<file path="config.mk">
export PLATFORM = sky130hd
export DESIGN_NAME = mem_arbiter
export DESIGN_NICKNAME = d
export VERILOG_FILES = /design/src/rtl/mem_arbiter_pkg.sv /design/src/rtl/mem_arbiter_lane_mux.sv /design/src/rtl/mem_arbiter.sv
export SDC_FILE = /design/constraint.sdc
export NUM_CORES = 1
export LEC_CHECK = 0
export ABC_AREA = 1
export BUFFER_PORTS_ARGS = -buffer_cell sky130_fd_sc_hd__buf_4
export CORE_MARGIN = 5
export CORE_UTILIZATION = 25
export DETAILED_ROUTE_END_ITERATION = 8
export GPL_ROUTABILITY_DRIVEN = 0
export PLACE_DENSITY = 0.42
export SKIP_LAST_GASP = 1
export SYNTH_ARGS = -nofsm -noshare
export SYNTH_HDL_FRONTEND = slang
export SYNTH_SLANG_ARGS = --single-unit
</file>
<file path="constraint.sdc">
create_clock -name clk -period 9 [get_ports clk]
set_clock_uncertainty 0.15 [all_clocks]
set_input_delay 0.9 -clock clk [delete_from_list [all_inputs] [get_ports clk]]
set_output_delay 0.9 -clock clk [all_outputs]
set_load 0.01 [all_outputs]
</file>
<file path="src/rtl/mem_arbiter_pkg.sv">
// mem_arbiter_pkg
//   Shared definitions for the byte-serial memory arbiter: FSM state
//   encodings, data_size codes, the IO window base address and byte-lane
//   helper functions used by the arbiter and its lane mux.
package mem_arbiter_pkg;

  typedef enum logic [1:0] {
    S_IDLE = 2'd0,
    S_RD   = 2'd1,
    S_WR   = 2'd2,
    S_DONE = 2'd3
  } state_t;

  localparam logic [1:0] SZ_B = 2'b00;
  localparam logic [1:0] SZ_H = 2'b01;
  localparam logic [1:0] SZ_W = 2'b10;

  // Start of the memory-mapped IO window (mem_a[17:16] = 11).
  localparam logic [31:0] IO_BASE = 32'h0003_0000;

  // Number of bus bytes moved for a data_size code; the reserved code 11
  // behaves like a full word.
  function automatic logic [2:0] size_bytes(input logic [1:0] size);
    case (size)
      SZ_B:    size_bytes = 3'd1;
      SZ_H:    size_bytes = 3'd2;
      default: size_bytes = 3'd4;
    endcase
  endfunction

  // Little-endian byte lane extraction: lane 0 is bits [7:0].
  function automatic logic [7:0] get_byte(input logic [31:0] word, input logic [1:0] lane);
    case (lane)
      2'd0:    get_byte = word[7:0];
      2'd1:    get_byte = word[15:8];
      2'd2:    get_byte = word[23:16];
      default: get_byte = word[31:24];
    endcase
  endfunction

endpackage

</file>
<file path="src/rtl/mem_arbiter_lane_mux.sv">
// mem_arbiter_lane_mux
//   Combinational byte-lane steering for the arbiter.
//   Ports:
//     rbuf   in  32  partially assembled read word
//     rbyte  in  8   byte arriving from the bus
//     rlane  in  2   lane the arriving byte belongs to
//     wdata  in  32  latched store word
//     wlane  in  2   lane of the byte currently being written
//     merged out 32  rbuf with rbyte placed into lane rlane
//     wbyte  out 8   store byte for lane wlane
module mem_arbiter_lane_mux
  import mem_arbiter_pkg::*;
(
  input  logic [31:0] rbuf,
  input  logic [7:0]  rbyte,
  input  logic [1:0]  rlane,
  input  logic [31:0] wdata,
  input  logic [1:0]  wlane,
  output logic [31:0] merged,
  output logic [7:0]  wbyte
);

  // Insert the incoming byte into its lane, keeping the other lanes.
  always_comb begin
    merged = rbuf;
    case (rlane)
      2'd0:    merged[7:0]   = rbyte;
      2'd1:    merged[15:8]  = rbyte;
      2'd2:    merged[23:16] = rbyte;
      default: merged[31:24] = rbyte;
    endcase
  end

  assign wbyte = get_byte(wdata, wlane);

endmodule

</file>
<file path="src/rtl/mem_arbiter.sv">
// mem_arbiter
//   Byte-serial memory controller between the CPU pipeline and the 8-bit
//   RAM/IO bus. Serves the instruction fetch port (always 4 bytes) and the
//   data port (1/2/4-byte loads and stores); the data port has priority.
//   Words are assembled/split little-endian.
//   Ports:
//     clk, rst                         clock, async active-high reset
//     rdy                              low = pause, nothing advances
//     inst_req/inst_addr/inst_cancel   fetch request, address, flush
//     inst_valid/inst_data/inst_addr_o fetch result pulse, word, address
//     data_req/data_we/data_size       load/store request, kind, size
//     data_addr/data_wdata             load/store address and store data
//     data_valid/data_rdata            completion pulse, zero-extended load
//     mem_din                          RAM byte, one cycle after address
//     mem_dout/mem_a/mem_wr            RAM write byte, address, write enable
//     busy                             FSM not idle
module mem_arbiter
  import mem_arbiter_pkg::*;
#(
  parameter int ADDR_W = 32,
  parameter int DATA_W = 32
) (
  input  logic              clk,
  input  logic              rst,
  input  logic              rdy,
  input  logic              inst_req,
  input  logic [ADDR_W-1:0] inst_addr,
  input  logic              inst_cancel,
  output logic              inst_valid,
  output logic [DATA_W-1:0] inst_data,
  output logic [ADDR_W-1:0] inst_addr_o,
  input  logic              data_req,
  input  logic              data_we,
  input  logic [1:0]        data_size,
  input  logic [ADDR_W-1:0] data_addr,
  input  logic [DATA_W-1:0] data_wdata,
  output logic              data_valid,
  output logic [DATA_W-1:0] data_rdata,
  input  logic [7:0]        mem_din,
  output logic [7:0]        mem_dout,
  output logic [ADDR_W-1:0] mem_a,
  output logic              mem_wr,
  output logic              busy
);

  state_t            state;
  logic              src_inst;
  logic [ADDR_W-1:0] addr_q;
  logic [DATA_W-1:0] wdata_q;
  logic [2:0]        len_q;
  logic [2:0]        issue_idx;
  logic [2:0]        recv_idx;
  logic              pend;
  logic [DATA_W-1:0] rbuf;
  logic [DATA_W-1:0] inst_data_q;
  logic [ADDR_W-1:0] inst_addr_q;
  logic [DATA_W-1:0] data_rdata_q;

  logic [DATA_W-1:0] merged;
  logic [7:0]        wbyte;
  logic              cancel_hit;

  mem_arbiter_lane_mux u_lane_mux (
    .rbuf   (rbuf),
    .rbyte  (mem_din),
    .rlane  (recv_idx[1:0]),
    .wdata  (wdata_q),
    .wlane  (issue_idx[1:0]),
    .merged (merged),
    .wbyte  (wbyte)
  );

  assign cancel_hit = src_inst && inst_cancel;

  // Main FSM. issue_idx counts addresses put on the bus, recv_idx counts
  // bytes captured; pend marks that the byte for the previous address is
  // on mem_din this cycle. During a read stall the bus re-presents the
  // oldest uncaptured address, so once rdy returns that byte is already
  // on mem_din and issuing resumes right behind it: the stall costs
  // exactly its own length. Stores simply freeze, so every byte is
  // written exactly once.
  always_ff @(posedge clk or posedge rst) begin
    if (rst) begin
      state        <= S_IDLE;
      src_inst     <= 1'b0;
      addr_q       <= '0;
      wdata_q      <= '0;
      len_q        <= 3'd0;
      issue_idx    <= 3'd0;
      recv_idx     <= 3'd0;
      pend         <= 1'b0;
      rbuf         <= '0;
      inst_data_q  <= '0;
      inst_addr_q  <= '0;
      data_rdata_q <= '0;
    end else if (rdy) begin
      case (state)
        S_IDLE: begin
          if (data_req) begin
            src_inst  <= 1'b0;
            addr_q    <= data_addr;
            wdata_q   <= data_wdata;
            len_q     <= size_bytes(data_size);
            issue_idx <= 3'd0;
            recv_idx  <= 3'd0;
            pend      <= 1'b0;
            rbuf      <= '0;
            state     <= data_we ? S_WR : S_RD;
          end else if (inst_req && !inst_cancel) begin
            src_inst    <= 1'b1;
            addr_q      <= inst_addr;
            inst_addr_q <= inst_addr;
            len_q       <= 3'd4;
            issue_idx   <= 3'd0;
            recv_idx    <= 3'd0;
            pend        <= 1'b0;
            rbuf        <= '0;
            state       <= S_RD;
          end
        end
        S_RD: begin
          if (cancel_hit) begin
            pend  <= 1'b0;
            state <= S_IDLE;
          end else begin
            if (pend) begin
              rbuf     <= merged;
              recv_idx <= recv_idx + 3'd1;
              if (recv_idx == len_q - 3'd1) begin
                state <= S_DONE;
                if (src_inst) begin
                  inst_data_q <= merged;
                end else begin
                  data_rdata_q <= merged;
                end
              end
            end
            if (issue_idx < len_q) begin
              issue_idx <= issue_idx + 3'd1;
              pend      <= 1'b1;
            end else begin
              pend <= 1'b0;
            end
          end
        end
        S_WR: begin
          issue_idx <= issue_idx + 3'd1;
          if (issue_idx == len_q - 3'd1) begin
            state <= S_DONE;
          end
        end
        default: begin
          state <= S_IDLE;
        end
      endcase
    end else if (state == S_RD) begin
      issue_idx <= recv_idx + 3'd1;
      pend      <= 1'b1;
    end
  end

  // Bus drive. Outside RD/WR the bus sits at zero. While stalled in RD the
  // address of the oldest uncaptured byte is shown; writes are suppressed
  // whenever rdy is low.
  always_comb begin
    mem_a    = '0;
    mem_dout = 8'h00;
    mem_wr   = 1'b0;
    if (state == S_RD) begin
      if (!rdy) begin
        mem_a = addr_q + {{(ADDR_W-3){1'b0}}, recv_idx};
      end else if (issue_idx < len_q) begin
        mem_a = addr_q + {{(ADDR_W-3){1'b0}}, issue_idx};
      end
    end else if (state == S_WR) begin
      mem_a    = addr_q + {{(ADDR_W-3){1'b0}}, issue_idx};
      mem_dout = wbyte;
      mem_wr   = rdy;
    end
  end

  // The completion pulse is gated by rdy so a stalled DONE still produces a
  // single pulse, and by inst_cancel so a flushed fetch never reports.
  assign inst_valid  = (state == S_DONE) && rdy && src_inst && !inst_cancel;
  assign data_valid  = (state == S_DONE) && rdy && !src_inst;
  assign inst_data   = inst_data_q;
  assign inst_addr_o = inst_addr_q;
  assign data_rdata  = data_rdata_q;
  assign busy        = (state != S_IDLE);

endmodule

</file>
Yosys cells after proc, flatten, opt, wreduce, memory -nomap -nowiden:

Index checks and enable logic that the tools add are counted.

* bits in registers: 205
* logic and storage cells: 117

* $add $sub $neg: 5
* $lt $le $gt $ge: 1
* equality and inequality tests: 19
* mux-type cells: 50
* bitwise logic cells: 3
* reduce and logical (&&, ||, !) cells: 27

Operator list (count)
* $mux W32: 10
* $add A32 B3 Y32: 2
* $pmux W32 S2: 1
* $mux W8: 6
* $mux W3: 10
* $pmux W8 S3: 1
* $ne A3 B3 Y1 const B: 5
* $reduce_and A5 Y1: 3
* $mux W2: 7
* $pmux W3 S2: 2
* $reduce_and A6 Y1: 2
* $mux W1: 10
* $pmux W3 S3: 1
* $reduce_and A3 Y1: 3
* $eq A2 B1 Y1 const B: 4
* $eq A2 B2 Y1 const B: 4
* $logic_not A2 Y1: 4
* $reduce_bool A2 Y1: 4
* $add A3 B1 Y3 const B: 2
* $eq A3 B3 Y1: 2
* $logic_and A1 B1 Y1: 6
* $ne A2 B2 Y1 const B: 3
* $pmux W2 S3: 1
* $ne A4 B4 Y1 const B: 1
* other kinds (8): 11

Logic depth before layout (Yosys ltp):

* depth after elaboration: 6
* depth in mapped cells: 12
* depth with buffers taken out: 12

Cells and area by module:

From an unflattened synthesis, not the netlist that was laid out.

* cell total of the unflattened synthesis: 1481
* area total of the unflattened synthesis: 11239.5 sq um

By module, submodules not included
* mem_arbiter: times used 1, cells an instance 1352, area an instance 10616.4 sq um
* mem_arbiter_lane_mux: times used 1, cells an instance 129, area an instance 623.1 sq um

Least setup slack after synthesis:

Ideal clock, no wire load.

* path type: reg2out
* start: register issue_idx[0]
* end: output mem_a[24]
* arrival time: 1.881 ns
* path slack: 6.069 ns
* cell stages (with the launch flop): 11
* cells stage by stage: dfrtp_1 > ha_1 > inv_1 > fa_1 > o21ai_2 > inv_1 > nor2_2 > nand2_1 > nand2_1 > nand2_1 > o21ai_1

* cells in the longest elaborated chain, start to end: 4
* elaborated cells on any way between the ends: 6

Ends and longest elaborated chain
* start, declared: RTL line mem_arbiter.sv:51 `logic [2:0] issue_idx;`
* start signal, assigned: RTL line mem_arbiter.sv:139 `issue_idx <= issue_idx + 3'd1;`
* start signal, assigned: RTL line mem_arbiter.sv:147 `issue_idx <= issue_idx + 3'd1;`
* start signal, assigned: RTL line mem_arbiter.sv:157 `issue_idx <= recv_idx + 3'd1;`
* $add A32 B3 Y32 / $lt A3 B3 Y1 (equally long branches): RTL line mem_arbiter.sv:173, mem_arbiter.sv:176, mem_arbiter.sv:172
* $mux W32: RTL line mem_arbiter.sv:172 `end else if (issue_idx < len_q) begin`
* $mux W32: RTL line mem_arbiter.sv:170 `if (!rdy) begin`
* $mux W32 *: RTL line mem_arbiter.sv:169 `if (state == S_RD) begin`
* end, declared: RTL line mem_arbiter.sv:41 `output logic [ADDR_W-1:0] mem_a,`

Mark *: on every way between the ends. The rest lies on a longest branch, timed or not.

Final worst setup path:

* start: register state[1]
* end: output mem_a[1]

* cells in the longest elaborated chain, start to end: 3
* elaborated cells on any way between the ends: 4

Ends and longest elaborated chain
* start, declared: RTL line mem_arbiter.sv:46 `state_t state;`
* start signal, assigned: RTL line mem_arbiter.sv:108 `state <= data_we ? S_WR : S_RD;`
* $eq A2 B2 Y1: RTL line mem_arbiter.sv:175 `end else if (state == S_WR) begin`
* $mux W32: RTL line mem_arbiter.sv:175
* $mux W32 *: RTL line mem_arbiter.sv:169

Marks and branches as above.

==> results.cfg <==
[setup_path]
crit_path_end_kind = output port
timing.rr.start = state[0]$_DFFE_PP0P_
reg2reg_depth = 7
critPathLaunchType = flop
reg2reg_slack_ps = 6550
cp_max_fo = 16
r2r-end = addr_q[23]$_DFFE_PP0P_
cp.arrival_ps = 3310
path_class = reg2out
cp.required_ps = 7950
critPathLaunch = state[1]$_DFFE_PP0P_
endpoint = mem_a[1]

[logic_synthesis]
yosysSeqAreaShare_pct = 47.0
netlist_instances = 1395
synth.avg_cell_area_um2 = 7.82
synth_nets = 1533
synthArstFlopShare_pct = 100
yosysWarnings = 0
post_synth_num_cell_types = 40
syn_area_mm2 = 0.0109
synth_ff_type = dfrtp_1
ys_seq_elements = 205
synth-edff-count = 0

[timing]
max-slew-margin-rel_pct = 49.6
fin_ws_ps = 4640
hold_viol_final = 0
clock.fmax_ghz = 0.229
drv_slew = 0
fin_crit_ps = 4360
hold_slack_ps = 317
min_period_over_period_pct = 48.4
setup_viol = 0
tightest_slew_ps = 756
setup_tns_ps = 0
rsz0062_at_grt = no

[grt]
grt_pass1_vias = 10000
antenna_found_initial = 1
grt_pass1_wl_mm = 59.9
grt_overflow = 0
grt_max_degree = 98
grt_use_total_pct = 15.8

[floorplanning]
start_util_pct = 25.3
die_h_um = 219
io-pin-count = 253
num_rows = 76
core_mm2 = 0.0431
die_width_um = 219
dieArea_mm2 = 0.0479

[clock_network]
insertion_delay_ps = 550
hold_buffers = 0
path_clk_slew_ps = 60
cts.sink_count = 205
clockBufferDepth = 3
cts_tree = built
clock-root-buffer = clkbuf_16
h-tree-depth = 1
ctsResizeCount = 0
cts_inserted_buffers = 26
cts_setup_buffers = 0

[pwr]
p_leak_nw = 6.84
power.density_mw_per_mm2 = 313
irDropWorstVdd_uv = 143
finalPower_mw = 4.44

[cells_and_area]
final_cell_area_mm2 = 0.0142
syn2layout_area_growth_pct = 30.2
fin_cells = 2229
mostFrequentLayoutCells = nand2_1, buf_4, dfrtp_1, inv_1, o21ai_0
final_common_cell = nand2_1
drive_above_1_share_pct = 22.0
postLayoutCoreUtil_pct = 33.0
final_nets = 1762

[placed_design]
dp_cells = 2181
hpwl_mm = 28.6
pre_cts_ws_ps = 5200
place_area_mm2 = 0.0133
io_buffers = 252

[drt]
wl_per_cell_um = 17.5
drt_iter0_markers = 597
dr_total_vias = 10100
first_pass_iters = 5
ant_nets = 0
wirelength_mm = 39.0
drc = 0
via_per_inst = 4.53

[flow_run]
cap_violations = 0

[min_path]
hold_path.class = reg2reg

[status]
status = finished, final reports clean
==> layer usage <==
layer  global-route usage, %  wire (µm)  vias to the layer above
li1                        -          -                     5026
met5                       0          0                        -
met4                    4.61       1130                        0
met3                    2.98       2260                       61
met1                    23.3      19000                     4691
met2                    23.7      16600                      310
==> registers in the layout (all words and copies together), names as in the netlist <==
name / count
pend: 1
rbuf: 32
issue_idx: 3
data_rdata: 32
src_inst: 1
inst_addr_o: 32
wdata_q: 32
len_q: 3
addr_q: 32
recv_idx: 3
inst_data: 32
state: 2
==> report_power, final <==
part           total [mW]  switching, mW  internal (mW)
registers            1.54          0.286           1.25
logic                1.85           1.14          0.713
clock network        1.05          0.428          0.625
==> kinds of logic (layout without fill, tap and decap cells) <==
| logic type | count (synthesis) | count (layout) | share of synthesized area [%] |
|---|---|---|---|
| fa+ha+maj | 25 | 25 | 3.00 |
| buf+inv | 218 | 466 | 7.94 |
| xor+xnor | 19 | 19 | 1.53 |
| compound gates | 318 | 318 | 16.1 |
| simple gates | 608 | 608 | 24.2 |
| flops | 205 | 205 | 47.0 |
| other cells | 0 | 1 | 0 |
| mux | 2 | 2 | 0.206 |
==> worst max-delay path, stage by stage (launching register included) <==
cell and delay (ps):
dfrtp_1 430, inv_1 100, ha_1 440, inv_1 220
o21ai_4 570, inv_1 420, o21ai_0 380, buf_4 200
==> synthesized netlist by cell type (11+ instances only) <==
cell | n | share of area [%]
a21oi_1 | 19 | 0.87
buf_2 | 32 | 1.5
clkbuf_1 | 21 | 0.72
dfrtp_1 | 205 | 47
ha_1 | 23 | 2.6
inv_1 | 145 | 5.0
nand2_1 | 431 | 15
nand3_1 | 65 | 3.0
nand4_1 | 12 | 0.69
nor2_1 | 47 | 1.6
nor2_2 | 11 | 0.63
o211ai_1 | 30 | 2.1
o21ai_0 | 135 | 6.2
o21ai_1 | 80 | 3.7
o22ai_1 | 37 | 2.1
xor2_1 | 15 | 1.2
==> worst min-delay path by stage <==
stage                            startpoint  cells after the start                       to
global route        wdata_q[24]$_DFFE_PP0P_                      2  wdata_q[24]$_DFFE_PP0P_
floorplan           wdata_q[31]$_DFFE_PP0P_                      2  wdata_q[31]$_DFFE_PP0P_
finish              wdata_q[31]$_DFFE_PP0P_                      2  wdata_q[31]$_DFFE_PP0P_
CTS                 wdata_q[26]$_DFFE_PP0P_                      2  wdata_q[26]$_DFFE_PP0P_
global placement    wdata_q[26]$_DFFE_PP0P_                      2  wdata_q[26]$_DFFE_PP0P_
detailed placement  wdata_q[25]$_DFFE_PP0P_                      2  wdata_q[25]$_DFFE_PP0P_
==> layout make-up <==
type / instances / area, µm²
antenna: 1 / 2.50
clock buffer: 39 / 739
clock inverter: 8 / 111
fill: 4658 / 28900
inverter: 156 / 593
multi-input combinational: 972 / 4920
sequential: 205 / 5130
tap: 585 / 732
timing repair buffer: 263 / 1970
No activity file was read; power rests on OpenSTA's default activity.
